$ cat src/rtl/range_lfsr16_if.sv
//------------------------------------------------------------------------------
// range_lfsr16_if
// Control and result bundle for the ranged random-number generator.
// Revision: 1.0
//------------------------------------------------------------------------------
`default_nettype none

interface range_lfsr16_if;
    logic        restart;
    logic        run;
    logic [15:0] offset;
    logic [15:0] limit;
    logic [15:0] out;

    modport master (output restart, output run, output offset, output limit, input out);
    modport slave  (input restart, input run, input offset, input limit, output out);
endinterface

`default_nettype wire

$ cat src/rtl/range_lfsr16.sv
//------------------------------------------------------------------------------
// range_lfsr16
// Free-running 16-bit LFSR reduced into [offset, limit] by a sequential divider.
// Revision: 1.0
//------------------------------------------------------------------------------
`default_nettype none

module range_lfsr16 (
    input  wire logic     clk,
    input  wire logic     rst_n,
    range_lfsr16_if.slave bus
);

    localparam logic [15:0] c_SEED = 16'hACE1;

    typedef enum logic [1:0] {
        S_IDLE = 2'd0,
        S_DIV  = 2'd1,
        S_LOAD = 2'd2
    } state_t;

    state_t      r_state;
    logic [15:0] r_q;
    logic [15:0] r_dividend;
    logic [16:0] r_span;
    logic [15:0] r_offset;
    logic        r_degen;
    logic [16:0] r_rem;
    logic [3:0]  r_cnt;
    logic [15:0] r_out;

    logic        w_fb;
    logic [16:0] w_span;
    logic        w_degen;
    logic [16:0] w_shift;

    assign w_fb    = r_q[15] ^ r_q[13] ^ r_q[12] ^ r_q[10];
    assign w_span  = {1'b0, bus.limit} - {1'b0, bus.offset} + 17'd1;
    assign w_degen = (bus.limit < bus.offset);
    // Remainder stays below span (<= 65536), so its low 16 bits carry all information.
    assign w_shift = {r_rem[15:0], r_dividend[r_cnt]};

    assign bus.out = r_out;

    always_ff @(posedge clk or negedge rst_n) begin
        if (!rst_n) begin
            r_q <= c_SEED;
        end else if (bus.restart) begin
            r_q <= c_SEED;
        end else if (bus.run) begin
            r_q <= {r_q[14:0], w_fb};
        end
    end

    always_ff @(posedge clk or negedge rst_n) begin
        if (!rst_n) begin
            r_state    <= S_IDLE;
            r_dividend <= 16'h0000;
            r_span     <= 17'd0;
            r_offset   <= 16'h0000;
            r_degen    <= 1'b0;
            r_rem      <= 17'd0;
            r_cnt      <= 4'd0;
            r_out      <= 16'h0000;
        end else if (bus.restart) begin
            r_state <= S_IDLE;
        end else begin
            case (r_state)
                S_IDLE: begin
                    if (bus.run) begin
                        r_dividend <= r_q;
                        r_span     <= w_span;
                        r_offset   <= bus.offset;
                        r_degen    <= w_degen;
                        r_rem      <= 17'd0;
                        r_cnt      <= 4'd15;
                        r_state    <= S_DIV;
                    end
                end
                S_DIV: begin
                    if (w_shift >= r_span) begin
                        r_rem <= w_shift - r_span;
                    end else begin
                        r_rem <= w_shift;
                    end
                    if (r_cnt == 4'd0) begin
                        r_state <= S_LOAD;
                    end else begin
                        r_cnt <= r_cnt - 4'd1;
                    end
                end
                S_LOAD: begin
                    r_out   <= r_degen ? r_offset : (r_offset + r_rem[15:0]);
                    r_state <= S_IDLE;
                end
                default: r_state <= S_IDLE;
            endcase
        end
    end

endmodule

`default_nettype wire

$ cat src/flat_wrapper.sv
// flat-port wrapper written by rule: the top's interface ports become plain ports
module range_lfsr16_flat 
  (clk, rst_n, bus_restart, bus_run, bus_offset, bus_limit, bus_out);
  range_lfsr16_if bus_i ();
  input  wire logic clk;
  input  wire logic rst_n;
  input wire logic [$bits(bus_i.restart)-1:0] bus_restart;
  input wire logic [$bits(bus_i.run)-1:0] bus_run;
  input wire logic [$bits(bus_i.offset)-1:0] bus_offset;
  input wire logic [$bits(bus_i.limit)-1:0] bus_limit;
  output wire logic [$bits(bus_i.out)-1:0] bus_out;
  assign bus_i.restart = bus_restart;
  assign bus_i.run = bus_run;
  assign bus_i.offset = bus_offset;
  assign bus_i.limit = bus_limit;
  assign bus_out = bus_i.out;
  range_lfsr16 u_core (.clk(clk), .rst_n(rst_n), .bus(bus_i));
endmodule
$ cat config.mk
export PLATFORM = sky130hd
export DESIGN_NAME = range_lfsr16_flat
export DESIGN_NICKNAME = d
export VERILOG_FILES = /design/src/rtl/range_lfsr16_if.sv /design/src/rtl/range_lfsr16.sv /design/src/flat_wrapper.sv
export SDC_FILE = /design/constraint.sdc
export NUM_CORES = 1
export LEC_CHECK = 0
export ABC_AREA = 1
export CAP_MARGIN = 20
export CELL_PAD_IN_SITES_DETAIL_PLACEMENT = 1
export CELL_PAD_IN_SITES_GLOBAL_PLACEMENT = 1
export CORE_MARGIN = 1.5
export CORE_UTILIZATION = 35
export DETAILED_ROUTE_END_ITERATION = 16
export GPL_TIMING_DRIVEN = 0
export PLACE_DENSITY = 0.69
export SYNTH_ARGS = -nofsm -noshare
export SYNTH_HDL_FRONTEND = slang
export SYNTH_SLANG_ARGS = --single-unit
$ cat constraint.sdc
create_clock -name clk -period 3 [get_ports clk]
set_input_delay 0.6 -clock clk [delete_from_list [all_inputs] [get_ports clk]]
set_output_delay 0.6 -clock clk [all_outputs]
set_load 0.02 [all_outputs]
# [After elaboration in Yosys (flattened, before gate mapping)]
# Cells that the tools add are included.
[word_totals] inputBits=36 wordCells=51 register_bits=104 output_inout_bits=16
[op_classes] magnitude_cmp=3 reduce_logical=9 add_sub_neg=5 n_eq_ne=6 n_bitwise=4 muxes=15
[ops] op="$mux W16" n=5
[ops] op="$pmux W16 S2" n=1
[ops] op="$add A17 B1 Y17 const B" n=1
[ops] op="$ge A17 B17 Y1" n=1
[ops] op="$sub A16 B16 Y17" n=1
[ops] op="$add A16 B16 Y16" n=1
[ops] op="$lt A16 B16 Y1" n=1
[ops] op="$sub A16 B16 Y16" n=1
[ops] op="$mux W4" n=2
[ops] op="$pmux W4 S2" n=1
[ops] op="$mux W2" n=3
[ops] op="$reduce_and A3 Y1" n=2
[ops] op="$lt A4 B5 Y1 const B" n=1
[ops] op="$bmux W1 S4" n=1
[ops] op="$logic_not A4 Y1" n=1
[ops] op="$ne A2 B2 Y1 const B" n=2
[ops] op="$pmux W2 S2" n=1
[ops] op="$reduce_and A2 Y1" n=2
[ops] op="$reduce_and A4 Y1" n=1
[ops] op="$reduce_bool A2 Y1" n=2
[ops] op="$sub A4 B1 Y4 const B" n=1
[ops] op="$ne A3 B2 Y1 const B" n=1
[ops] op="$ne A3 B3 Y1 const B" n=1
[ops] op="$xor A1 B1 Y1" n=3
[ops] op="other kinds (5)" n=5

# [Longest topological paths before layout]
[logic_depth] ltp_word=5 depth_mapped=21 mapped_depth_nobuf=20

# [Least setup slack after synthesis]
# Ideal clock, no wire load.
[synth_timing] kind="register to register" from="register u_core.r_cnt[0]" to="register u_core.r_rem[14]" arrival_ns=2.267 n_path_buf=1 setup_ns=0.116 path_slack_ns=0.616 stages_incl_launch_ff=20 t_required_ns=2.884 path_cell_list="dfrtp_1 buf_2 o211ai_1 nand3_1 nand3_1 nand2_1 inv_1 ha_1 inv_1 fa_1 nand3_1 nand2_1 nand2_1 nand2_1 nand3_1 nand2_1 nand2_1 nand3_1 nand2_1 nand2_1"
[synth_between] elab_chain_cells=5
[synth_lines] item="start: declaration" line="range_lfsr16.sv:29" text="logic [3:0] r_cnt;"
[synth_lines] item="start signal: assignment" line="range_lfsr16.sv:89" text="r_cnt <= r_cnt - 4'd1;"
[synth_lines] item="$bmux W1 S4 *" line="range_lfsr16.sv:41" text="assign w_shift = {r_rem[15:0], r_dividend[r_cnt]};"
[synth_lines] item="$mux W1 (implied by the code) *" line="range_lfsr16.sv:41"
[synth_lines] item="$sub A16 B16 Y16 / $ge A17 B17 Y1 (equally long branches)" line="range_lfsr16.sv:82, range_lfsr16.sv:81"
[synth_lines] item="$mux W16 *" line="range_lfsr16.sv:81" text="if (w_shift >= r_span) begin"
[synth_lines] item="$pmux W16 S2 *" line="range_lfsr16.sv:68" text="case (r_state)"
[synth_lines] item="end signal: assignment" line="range_lfsr16.sv:82" text="r_rem <= w_shift - r_span;"
[synth_lines] item="end signal: assignment" line="range_lfsr16.sv:84" text="r_rem <= w_shift;"
[synth_lines] item="end: declaration" line="range_lfsr16.sv:28" text="logic [16:0] r_rem;"
# Mark *: on every way between the ends. The rest lies on a longest branch, timed or not. The select of a mux whose other input is x is not followed.
# A chain may end at the register's enable or synchronous reset.

# [Final worst setup path]
# Ends and elaborated chain as after synthesis.

==> out/results.ini <==
[pwr]
p_leak_nw=4.677
ir_drop_mv=0.2722
cellPowerDensity_nw_per_um2=634.9

[synthesis]
synth_area_um2=7716
synth_top_area_frac=0.3113
syn_inst=1063
synthFlopType=dfrtp_1
syn_avg_cell_area_um2=7.259
synth_cell_types=41
syn_nets=1175
ys_warn_count=0
synth_edf_count=0
async_flop_share=1.000
synth_top_area_cell=dfrtp_1
synth_seq_cells=104
yosysSeqAreaShare=0.3386
netlist_top_cells_area=dfrtp_1 31%, nand2_1 14%, ha_1 11%

[route]
avgRoutedWirePerCell_um=16.74
viasPerCell=5.034
dr.pass1.iters=4
drcViolationCount=0
drt_iter0_drc=280
finalWirelength_mm=23.63
num_vias=7103
final_antenna_net_count=0

[place]
dp_slack_ps=-201.9
port_buffers=51
place_hpwl_mm=19.34
gp_congestion=0.8926

[min_path]
hp-class=in -> async

[global_route]
grt_max_degree=72
grt_overflow=0
grt_pass1_vias=7227
antenna_found_initial=0
track_usage=0.2186
grt_pass1_wl_mm=38.25

[worst_setup_path]
timing.rr.start=u_core.r_cnt[0]
path_max_fanout=10
worst_setup_path_end_kind=register
worstPathRequired_ps=3260
worstSetupStartpointType=register
worst_r2r_endpoint=u_core.r_rem[14]
reg2reg_depth=19
reg2reg_setup_slack_ps=160
crit_type=reg -> reg
arrival_ps=3100

[finish]
n_antenna_cell=0
layout.cells.most_common=nand2_1
final_cell_mix=291 x nand2_1, 161 x inv_1, 95 x dfrtp_1
synthToLayoutAreaGrowth_pct=15.78
fillers=2744
regArea_um2=2614
multi_input_area_um2=4340
nNetsFinal=1238
drive_above_1_share=0.07339

[timing]
max_freq_mhz=352.1
tightest_slew_ps=766.4
drv_slew=0
finalSetupViolations=0
slew_headroom=0.4847
fin_skew_ps=16.43
setup_slack_ps=160.1
layout_min_cycle_time_ps=2840
rsz0062_at_grt=yes
hold_viol=0
finalCritPeriodShare=0.9466
finalSetupTns_ps=0

[clock_network]
root_buffer=clkbuf_16
cts_buffer_depth=2
ctsHtreeMaxLevel=3
clkSinkCount=104
cts_setup_buffers=0
cts_tree=yes
clkTransAtPathRegs_ps=80
cts_buffers=9
hold_buffers=0
insertion_delay_ps=370

[floorplanning]
initial_core_util=0.3547
ioPinCount=52
dieArea_um2=22950
coreArea_um2=21760
fp.dieH_um=151.5
core.rowCount=54
die_x_um=151.5

[job]
drv_cap=0

[outcome]
outcome=finished, final reports clean

-- critical path, stage by stage, from the launching register on --
cell and delay, ps:
dfrtp_2 450, clkbuf_4 190, o211ai_1 210, nand3_1 120, nand3_1 80, nand2_1 70
inv_2 90, ha_2 190, inv_1 70, fa_2 390, nand3_1 100, nand2_2 110
nand2_1 90, nand2_1 80, nand3_1 100, nand2_1 60, nand2_1 60, nand3_1 90
nand2_1 100, nand2_1 50
-- synthesized netlist by cell type, drive strengths merged (6+ instances only) --
library cell  instances
a22oi                 7
fa                   10
dfstp                 8
xor2                  6
ha                   66
o21ai                80
xnor2                12
dfrtp                96
nand4                 8
a21oi                54
o22ai                12
nor3                 11
nand3                88
nand2               298
buf                  15
nor2                 77
inv                 170
nand3b               16
-- sequential cells by signal, summed over array words and instances (netlist names) --
signal	flops
u_core.bus.out	16
u_core.r_span	17
u_core.r_q	16
u_core.r_rem	16
u_core.r_offset	16
u_core.r_degen	1
u_core.r_cnt	4
u_core.r_dividend	16
u_core.r_state	2
-- stage by stage --
stage               cells  cell area (µm²)    util  power [mW]  hold slack [ps]
global placement     1394             8577  0.3942       4.362            463.3
detailed placement   1395             8602  0.3954       4.429            466.7
finish               1411             8934  0.4106       5.672            183.9
floorplan            1063             7716       -       3.614            304.4
global route         1411             8934  0.4106       6.143            210.0
CTS                  1411             8920  0.4100       5.708            194.4
-- report_power, final --
part	internal, mW	switching [mW]	leakage [nW]
Sequential	1.67	0.240	1.31
Combinational	0.928	1.60	3.22
Clock	0.597	0.638	0.147
-- cell families (layout without fill, tap and decap cells) --
kind of cell / Yosys count / in the layout / share of synthesized area
flops: 104 / 104 / 0.3386
fa+ha+maj: 76 / 76 / 0.1330
buf+inv: 192 / 260 / 0.1005
xor+xnor: 18 / 18 / 0.02043
compound gates: 172 / 172 / 0.1275
simple gates: 501 / 501 / 0.2800
-- what timing repair did --
item | CTS | global route
setup endpoints to repair | 1 | 6
pin swaps | 0 | 1
resized for setup | 1 | 10
-- metal layers --
layer	track usage	share of wire
met4	0.05680	0.016
met1	0.2988	0.48
met3	0.02695	0.028
met5	0	0
met2	0.3650	0.48
-- how the worst max path moves through the flow --
stage	cells past startpoint	start	to
final	19	u_core.r_cnt[0]	u_core.r_rem[14]
after CTS	19	u_core.r_cnt[0]	u_core.r_rem[14]
after global routing	19	u_core.r_cnt[0]	u_core.r_rem[14]
after floorplan	19	u_core.r_cnt[0]	u_core.r_rem[14]
after detailed placement	17	bus_limit[1]	u_core.r_span[15]
after global placement	1	rst_n	u_core.r_span[12]
-- area by class of cell --
cell class	instances	share of cell area
Tap cell	280	0.03922
Multi-Input combinational cell	767	0.4859
Clock inverter	7	0.01008
Clock buffer	9	0.02521
Sequential cell	104	0.2926
Buffer	20	0.01485
Timing Repair Buffer	52	0.05994
Inverter	172	0.07227
Power figures use the tool's default switching activity.
